`config.mk`:
```
export PLATFORM = sky130hd
export DESIGN_NAME = ball_velocity_estimator
export DESIGN_NICKNAME = d
export VERILOG_FILES = /design/src/rtl/ball_velocity_estimator.sv
export SDC_FILE = /design/constraint.sdc
export NUM_CORES = 1
export LEC_CHECK = 0
export ABC_AREA = 1
export BUFFER_PORTS_ARGS = -buffer_cell sky130_fd_sc_hd__buf_2
export CAP_MARGIN = 20
export CORE_MARGIN = 4
export CORE_UTILIZATION = 56
export DETAILED_ROUTE_END_ITERATION = 8
export HOLD_SLACK_MARGIN = 0.02
export PLACE_DENSITY_LB_ADDON = 0.3
export REMOVE_ABC_BUFFERS = 1
export SLEW_MARGIN = 25
export SYNTH_ARGS = -nofsm -noshare
export SYNTH_HDL_FRONTEND = slang
export SYNTH_SLANG_ARGS = --single-unit
export TNS_END_PERCENT = 5
```
`constraint.sdc`:
```
create_clock -name i_clk -period 3.9 [get_ports i_clk]
set_clock_uncertainty 0.05 [all_clocks]
set_input_delay 0.39 -clock i_clk [delete_from_list [all_inputs] [get_ports i_clk]]
set_output_delay 0.39 -clock i_clk [all_outputs]
set_load 0.005 [all_outputs]
```
`src/rtl/ball_velocity_estimator.sv`:
```
// Ball X tracker: a moving average with a jump gate produces filtered X and signed velocity.
// Latency: the strobe is sampled at edge 0 and o_X/o_VX/o_update are registered at edge 2.
// Backpressure: none. A strobe arriving while an earlier one is in flight is dropped and counted.
module ball_velocity_estimator #(
    parameter int          AVG_LOG2    = 2,
    parameter int          VEL_SHIFT   = 3,
    parameter logic [15:0] MAX_JUMP    = 16'd200,
    parameter logic [7:0]  LOST_FRAMES = 8'd8
) (
    input  logic        i_clk,
    input  logic        i_reset_n,
    input  logic        i_pos_valid,
    input  logic        i_found,
    input  logic [15:0] i_pos_x,
    output logic [15:0] o_X,
    output logic [15:0] o_VX,
    output logic        o_update,
    output logic        o_tracking,
    output logic        o_lost,
    output logic [31:0] o_debug
);
    localparam int N  = 1 << AVG_LOG2;
    localparam int SW = 16 + AVG_LOG2;
    localparam int VW = 17 + VEL_SHIFT;
    localparam logic signed [VW-1:0] SAT_HI = VW'(32767);
    localparam logic signed [VW-1:0] SAT_LO = -SAT_HI;

    typedef enum logic [1:0] {
        S_EMPTY = 2'd0,
        S_TRACK = 2'd1,
        S_COAST = 2'd2,
        S_LOST  = 2'd3
    } state_t;

    state_t                r_state;
    state_t                w_state_nxt;
    logic                  r_s1_vld, r_s1_found;
    logic [15:0]           r_s1_x;
    logic                  r_s2_vld, r_s2_seed, r_s2_acc, r_s2_lost;
    logic [15:0]           r_s2_x;
    logic [15:0]           r_buf [N];
    logic [SW-1:0]         r_sum;
    logic [AVG_LOG2-1:0]   r_wr;
    logic [15:0]           r_last_x, r_avg_prev;
    logic [7:0]            r_miss, r_drop;
    logic [15:0]           r_x, r_vx;
    logic                  r_update;

    logic                  w_busy, w_near, w_accept, w_seed, w_lost_now;
    logic                  w_idle_state;
    logic signed [16:0]    w_dx;
    logic [16:0]           w_adx;
    logic [7:0]            w_miss_inc;
    logic [15:0]           w_avg;
    logic signed [16:0]    w_diff;
    logic signed [VW-1:0]  w_vx_wide;
    logic [15:0]           w_vx_sat;

    assign w_busy       = r_s1_vld | r_s2_vld;
    assign w_idle_state = (r_state == S_EMPTY) || (r_state == S_LOST);
    assign w_dx         = $signed({1'b0, r_s1_x}) - $signed({1'b0, r_last_x});
    assign w_adx        = w_dx[16] ? 17'(-w_dx) : 17'(w_dx);
    assign w_near       = (w_adx <= {1'b0, MAX_JUMP});
    assign w_accept     = r_s1_found && (w_idle_state || w_near);
    assign w_seed       = w_accept && w_idle_state;
    assign w_miss_inc   = (r_miss == 8'hFF) ? r_miss : r_miss + 8'd1;

    // Stage 0: admit a strobe only when the pipeline is empty.
    always_ff @(posedge i_clk or negedge i_reset_n) begin
        if (!i_reset_n) begin
            r_s1_vld   <= 1'b0;
            r_s1_found <= 1'b0;
            r_s1_x     <= '0;
            r_drop     <= '0;
        end else begin
            r_s1_vld <= i_pos_valid && !w_busy;
            if (i_pos_valid && !w_busy) begin
                r_s1_found <= i_found;
                r_s1_x     <= i_pos_x;
            end
            if (i_pos_valid && w_busy && (r_drop != 8'hFF))
                r_drop <= r_drop + 8'd1;
        end
    end

    always_ff @(posedge i_clk or negedge i_reset_n) begin
        if (!i_reset_n) r_state <= S_EMPTY;
        else            r_state <= w_state_nxt;
    end

    always_comb begin
        w_state_nxt = r_state;
        w_lost_now  = 1'b0;
        if (r_s1_vld) begin
            if (w_accept) begin
                w_state_nxt = S_TRACK;
            end else begin
                case (r_state)
                    S_TRACK: w_state_nxt = S_COAST;
                    S_COAST: begin
                        if (w_miss_inc >= LOST_FRAMES) begin
                            w_state_nxt = S_LOST;
                            w_lost_now  = 1'b1;
                        end
                    end
                    default: w_state_nxt = r_state;
                endcase
            end
        end
    end

    // Stage 1: gate decision, averaging buffer and running sum.
    always_ff @(posedge i_clk or negedge i_reset_n) begin
        if (!i_reset_n) begin
            r_s2_vld  <= 1'b0;
            r_s2_seed <= 1'b0;
            r_s2_acc  <= 1'b0;
            r_s2_lost <= 1'b0;
            r_s2_x    <= '0;
            r_sum     <= '0;
            r_wr      <= '0;
            r_last_x  <= '0;
            r_miss    <= '0;
            for (int i = 0; i < N; i++) r_buf[i] <= '0;
        end else begin
            r_s2_vld  <= r_s1_vld;
            r_s2_seed <= r_s1_vld && w_seed;
            r_s2_acc  <= r_s1_vld && w_accept && !w_seed;
            r_s2_lost <= w_lost_now;
            r_s2_x    <= r_s1_x;
            if (r_s1_vld) begin
                if (w_accept) begin
                    r_last_x <= r_s1_x;
                    r_miss   <= '0;
                    if (w_seed) begin
                        for (int i = 0; i < N; i++) r_buf[i] <= r_s1_x;
                        r_sum <= {r_s1_x, {AVG_LOG2{1'b0}}};
                    end else begin
                        r_sum       <= r_sum - SW'(r_buf[r_wr]) + SW'(r_s1_x);
                        r_buf[r_wr] <= r_s1_x;
                        r_wr        <= r_wr + AVG_LOG2'(1);
                    end
                end else begin
                    r_miss <= w_miss_inc;
                end
            end
        end
    end

    assign w_avg     = r_sum[SW-1:AVG_LOG2];
    assign w_diff    = $signed({1'b0, w_avg}) - $signed({1'b0, r_avg_prev});
    assign w_vx_wide = VW'(w_diff) <<< VEL_SHIFT;
    assign w_vx_sat  = (w_vx_wide > SAT_HI) ? 16'h7FFF :
                       (w_vx_wide < SAT_LO) ? 16'h8001 : w_vx_wide[15:0];

    // Stage 2: average, velocity and the output registers.
    always_ff @(posedge i_clk or negedge i_reset_n) begin
        if (!i_reset_n) begin
            r_x        <= '0;
            r_vx       <= '0;
            r_update   <= 1'b0;
            r_avg_prev <= '0;
        end else begin
            r_update <= r_s2_vld;
            if (r_s2_seed) begin
                r_x        <= r_s2_x;
                r_vx       <= '0;
                r_avg_prev <= r_s2_x;
            end else if (r_s2_acc) begin
                r_x        <= w_avg;
                r_vx       <= w_vx_sat;
                r_avg_prev <= w_avg;
            end else if (r_s2_lost) begin
                r_vx <= '0;
            end
        end
    end

    assign o_X        = r_x;
    assign o_VX       = r_vx;
    assign o_update   = r_update;
    assign o_tracking = (r_state == S_TRACK) || (r_state == S_COAST);
    assign o_lost     = (r_state == S_LOST);
    assign o_debug    = {r_drop, r_miss, 14'd0, r_state};
endmodule

```
==> results of run 1 <==
-- repair_timing --
item	in CTS	in global routing
setup buffers	0	2
resized for setup	0	13
endpoints found under the setup margin	0	69
-- cell families (layout without fill, tap and decap cells) --
kind of cell / Yosys count / count (layout)
simple gates: 788 / 791
buf+inv: 273 / 333
compound gates: 192 / 192
flops: 188 / 188
fa+ha+maj: 77 / 77
xor+xnor: 37 / 37
mux: 3 / 3
other cells: 1 / 14
-- report_power, final --
part | switching [mW] | leakage [nW] | internal [mW]
registers | 0.500 | 2.41 | 2.62
clock network | 0.863 | 0.312 | 0.995
logic | 5.56 | 4.39 | 3.26
total | 6.92 | 7.11 | 6.88
-- synthesized netlist by cell type (3+ instances only) --
library cell / instances
nand2_1: 468
dfrtp_1: 188
inv_1: 188
o21ai_0: 101
nand3_1: 99
nor2_1: 80
nand4_1: 76
ha_1: 59
a21oi_1: 37
clkbuf_1: 29
xor2_1: 23
fa_1: 18
buf_2: 16
o22ai_1: 16
buf_4: 15
nand2_2: 14
nand3b_1: 14
o221ai_1: 14
xnor2_1: 13
buf_1: 9
nor3_1: 9
inv_2: 7
nand3_4: 6
nor2_2: 6
buf_8: 5
or2_2: 5
a21o_1: 3
a21oi_2: 3
o211ai_1: 3
o21ai_1: 3
-- metal layers --
layer  track usage  routed length [um]  vias up
li1              -                   -     5184
met1         0.339               12800     4919
met2         0.417               14200      315
met3        0.0322                1550       46
met4        0.0635                 582        0
met5             0                   0        -
-- how the worst min path moves through the flow --
| stage | startpoint | endpoint | slack (ps) | depth (start not counted) |
|---|---|---|---|---|
| finish | i_reset_n | r_s2_acc | 20 | 1 |
| CTS | i_reset_n | r_buf[34] | 60 | 1 |
| detailed placement | r_s2_vld | o_update | 320 | 0 |
| floorplan | i_reset_n | o_VX[0] | 40 | 0 |
| global route | i_reset_n | r_s2_acc | 90 | 1 |
| global placement | r_s2_vld | o_update | 320 | 0 |
-- through the flow --
stage | cells | hold WS (ps)
floorplan | 1495 | 44.4
global placement | 1873 | 318
detailed placement | 1873 | 318
CTS | 1905 | 60.8
global route | 1910 | 88.5
finish | 1910 | 20.2
-- critical path, cell delays in order (launching register included) --
cell and delay (ps):
dfrtp_2 470, inv_2 120, o21ai_0 170, o22ai_1 100
fa_1 490, inv_1 50, ha_1 350, a21oi_1 210
nand2_1 120, a21oi_1 230, o21ai_1 160, nand3_1 120
nand2_1 80, a21oi_1 160, o21ai_0 120, nand2_1 80
inv_1 40, o21ai_0 150, o21ai_0 130, nand3_1 80
nand2_1 50
-- registers in the layout, summed over array words and instances, names as in the netlist, 15 cells and up --
name and cells:
r_sum 18, r_s2_x 16, r_buf 64, o_X 16
o_VX 15, r_s1_x 16, r_last_x 16
-- layout make-up --
type | instances | share of cell area
clock buffer | 17 | 0.0320
clock inverter | 15 | 0.0161
inverter | 196 | 0.0553
multi-input combinational | 1114 | 0.468
sequential | 188 | 0.354
tap | 275 | 0.0259
timing repair buffer | 105 | 0.0494
==> impl_metrics.tcl, run 1 <==
set metrics [dict create \
    status "complete, no violations" \
    rsz0062_at_grt "true" \
    fin_crit_ps 3640 \
    cts_buffers 17 \
    antenna_found_initial 0 \
    syn_area_um2 12000 \
    ios 87 \
    synth_edf_count 0 \
    p_per_area_nw_per_um2 1040 \
    cp.required_ps 4180 \
    synth_xor_area_frac 0.0276 \
    setup_viol 0 \
    hold_path_class "in -> async" \
    cp_max_fo 12 \
    gr-total-overflow 0 \
    drv_slew 0 \
    synth_mux_area_frac 0.00271 \
    grt_max_degree 114 \
    cts_buffer_depth 2 \
    fin_crit_sh 0.933 \
    grt_pass1_vias 10067 \
    setup.worst_path.start "r_wr[0]" \
    worst_ir_drop_vdd_v 0.000579 \
    p_leak_nw 7.11 \
    worst_slack_ps 260 \
    final.setup.tns_ps 0 \
    synth_compound_area_frac 0.0916 \
    clk_pin_slew_ps 70 \
    rrSetupSlack_ps 260 \
    synth_area_leader_cell "dfrtp_1" \
    synthCells 1559 \
    routed_wl_um 29100 \
    r2r-end "r_sum[17]" \
    layout_common_cells "468 x nand2_1, 187 x inv_1, 186 x dfrtp_1, 99 x nand3_1, 98 x o21ai_0" \
    synth.avg_cell_area_um2 7.70 \
    drive_above_1_share 0.122 \
    final_cell_area_um2 13300 \
    final_util 0.633 \
    nNetsFinal 1719 \
    drcViolationCount 0 \
    ys_types 54 \
    die_w_um 154 \
    synth-async-reset-ratio 1.00 \
    fillers 1842 \
    finalHoldViolCount 0 \
    synth-adder-area-share 0.0915 \
    yosys_warnings 0 \
    tritoncts "yes" \
    synth_ff_type "dfrtp_1" \
    multi_input_area_um2 6220 \
    rows 53 \
    hpwlAfterDp_um 21600 \
    wl_per_cell_um 15.2 \
    cts_max_level 4 \
    p_total_mw 13.8 \
    cts.sinks 188 \
    worst_pin_slew_ps 932 \
    core_area_um2 21000 \
    criticalPathCategory "reg -> reg" \
    critPathArrivalTime_ps 3920 \
    synth-seq-cells 188 \
    layout_commonest_cell "nand2_1" \
    dpl_cell_area_um2 12600 \
    syn2layout_area_growth_pct 10.8 \
    cts-hold-fix-buffers 0 \
    start_util 0.571 \
    grt.total_usage 0.247 \
    yosys.area_share.simple 0.295 \
    max_freq_mhz 275 \
    synth_top_family_by_area "simple AND/OR/NAND/NOR gates" \
    drtAntennaViolNets 0 \
    synth_top_area_frac 0.392 \
    rr_worst_depth 20 \
    die_y_um 154 \
    viasPerCell 5.48 \
    dp_slack_ps 47.8 \
    startpoint_type "register" \
    port_buffers 72 \
    dieArea_um2 23800 \
    synth-seq-area-share 0.392 \
    endpoint "r_sum[17]" \
    n_antenna_cell 0 \
    cts-root-buf "clkbuf_16" \
    seq_area_um2 4710 \
    yosys-top-cells-area "dfrtp_1 39%, nand2_1 15%, ha_1 6.1%, inv_1 5.9%, o21ai_0 4.2%" \
    cap_violations 0 \
    firstDrtPassIters 5 \
    crit_path_end_kind "register" \
    grt_pass1_wl_um 48800 \
    drt-initial-drc-count 728 \
    via_count 10464 \
    slew_headroom 0.379 \
    insertion_delay_ps 440 \
    place_congestion 0.914 \
    r2r-start "r_wr[0]" \
]
(Power assumes the default switching activity.)
==> inputs of run 2 (changes only) <==
--- a/config.mk
+++ b/config.mk
@@ -12,7 +12,7 @@
 export CORE_UTILIZATION = 56
 export DETAILED_ROUTE_END_ITERATION = 8
 export HOLD_SLACK_MARGIN = 0.02
-export PLACE_DENSITY_LB_ADDON = 0.3
+export PLACE_DENSITY = 0.75
 export REMOVE_ABC_BUFFERS = 1
 export SLEW_MARGIN = 25
 export SYNTH_ARGS = -nofsm -noshare
==> constraint.sdc (replaced) <==
create_clock -name i_clk -period 3.68 [get_ports i_clk]
set_clock_uncertainty 0.05 [all_clocks]
set_input_delay 0.368 -clock i_clk [delete_from_list [all_inputs] [get_ports i_clk]]
set_output_delay 0.368 -clock i_clk [all_outputs]
set_load 0.005 [all_outputs]
==> run 2 against run 1 <==
Against the previous run:
- the run now ends with hold timing left
- sequential cell count stayed put
- global-route usage shrank 0.45 points
- first-iteration DRC count is 1.2% lower
- via count rose by 0.73%
- final cell count is 0.58% higher
- non-clock buffer count grew 11
- design area grew 1.1%
- routed wire length about the same
- critical path depth unchanged
- die area stayed put
- count of clock-buffer cells in the layout unchanged
- utilization grew 0.70 points
==> impl_metrics.tcl, run 2 (synthesized netlist as in run 1, its figures left out) <==
set metrics [dict create \
    criticalPathCategory "reg -> reg" \
    seq_area_um2 4710 \
    wl_per_cell_um 15.1 \
    fin_crit_ps 3450 \
    drtAntennaViolNets 0 \
    slew_headroom 0.408 \
    antenna_found_initial 0 \
    grt_max_degree 108 \
    crit_path_end_kind "register" \
    max_freq_mhz 290 \
    grt.total_usage 0.242 \
    regMostFlops "r_buf" \
    syn2layout_area_growth_pct 12.0 \
    cp.required_ps 3960 \
    dieArea_um2 23800 \
    fin_crit_sh 0.938 \
    drt-initial-drc-count 719 \
    holdWs_ps -35.7 \
    reg_top3 "r_buf (64), r_sum (18)" \
    rows 53 \
    cts_buffer_depth 2 \
    drcViolationCount 0 \
    status "finished with violations" \
    cp_max_fo 10 \
    worst_pin_slew_ps 887 \
    gr-total-overflow 0 \
    die_w_um 154 \
    rsz0062_at_grt "true" \
    multi_input_area_um2 6290 \
    cts_buffers 17 \
    ios 87 \
    startpoint_type "register" \
    final_util 0.640 \
    cts.sinks 188 \
    start_util 0.571 \
    drive_above_1_share 0.135 \
    rrSetupSlack_ps 230 \
    finalHoldViolCount 11 \
    clk_pin_slew_ps 70 \
    largest_register_ffs 64 \
    critPathArrivalTime_ps 3740 \
    routed_wl_um 29100 \
    layout_common_cells "466 x nand2_1, 187 x dfrtp_1, 186 x inv_1, 98 x nand3_1, 95 x o21ai_0" \
    grt_pass1_wl_um 47800 \
    die_y_um 154 \
    cts-root-buf "clkbuf_16" \
    port_buffers 72 \
    cts_max_level 4 \
    violations "hold timing" \
    tritoncts "yes" \
    cts-hold-fix-buffers 0 \
    place_congestion 0.915 \
    viasPerCell 5.49 \
    insertion_delay_ps 440 \
    hold_path_class "in -> async" \
    setup_viol 0 \
    fillers 1832 \
    drv_slew 0 \
    core_area_um2 21000 \
    via_count 10540 \
    final.setup.tns_ps 0 \
    hpwlAfterDp_um 21600 \
    nNetsFinal 1730 \
    grt_pass1_vias 9910 \
    n_antenna_cell 0 \
    cap_violations 0 \
    layout_commonest_cell "nand2_1" \
    firstDrtPassIters 7 \
]
## run 2: cell types whose count changed in the layout (fill, tap and decap cells not counted), sizes merged
cell and delta:
bufinv -2, clkinvlp +1, buf +9, inv +1
clkbuf +2
## run 2: final cells by class
cell class	instances	area share
sequential	188	0.350
clock buffer	17	0.0316
timing repair buffer	116	0.0594
inverter	196	0.0549
clock inverter	15	0.0107
multi-input combinational	1114	0.468
tap	275	0.0256
## run 2: path summary, 6_finish.rpt
| check | start | end | cells past startpoint |
|---|---|---|---|
| setup / recovery | r_wr[0] | r_sum[17] | 20 |
| hold / removal | i_reset_n | r_s2_x[0] | 1 |
| setup reg to reg | r_wr[0] | r_sum[17] | 20 |
| hold reg to reg | r_s2_vld | o_update | 0 |
| max in group asynchronous | i_reset_n | r_buf[20] | 2 |
| min in group i_clk | i_pos_x[2] | r_s1_x[2] | 3 |
## run 2: critical path, stage by stage, from the launching register on
cell and delay (ps):
dfrtp_1 430, buf_4 180, o21ai_0 190, o22ai_1 130, fa_1 480, inv_1 40
ha_1 360, a21oi_2 170, nand2_1 110, a21oi_2 200, o21ai_2 100, nand3_1 120
nand2_1 90, a21oi_1 150, o21ai_1 100, nand2_1 70, inv_1 40, o21ai_1 120
o21ai_0 100, nand3_1 80, nand2_1 50
## run 2: metal layers
metal | vias to the layer above | track usage | part of all wire
met2 | 349 | 0.414 | 0.48
li1 | 5209 | - | -
met3 | 65 | 0.0347 | 0.060
met5 | - | 0 | 0
met4 | 0 | 0.0740 | 0.027
met1 | 4917 | 0.322 | 0.44
## run 2: what timing repair did
item / in CTS / in global routing
gates resized for setup: 0 / 34
setup buffers: 0 / 2
endpoints found under the hold margin: 0 / 0
setup endpoints to repair: 0 / 114
## run 2: per-stage QoR
step           instance area (um^2)  setup slack, ps  hold slack, ps  cells
2_1_floorplan                 11600             -745            22.4   1495
3_3_place_gp                  12700              175             324   1882
3_5_place_dp                  12700             98.1             321   1882
4_1_cts                       13200             78.4            23.2   1914
5_1_grt                       13400            -64.0            33.6   1921
6_report                      13400              227           -35.7   1921
Power of run 2 is not shown: default switching activity piles up to over one toggle a cycle in this logic, so the estimate is an artifact.
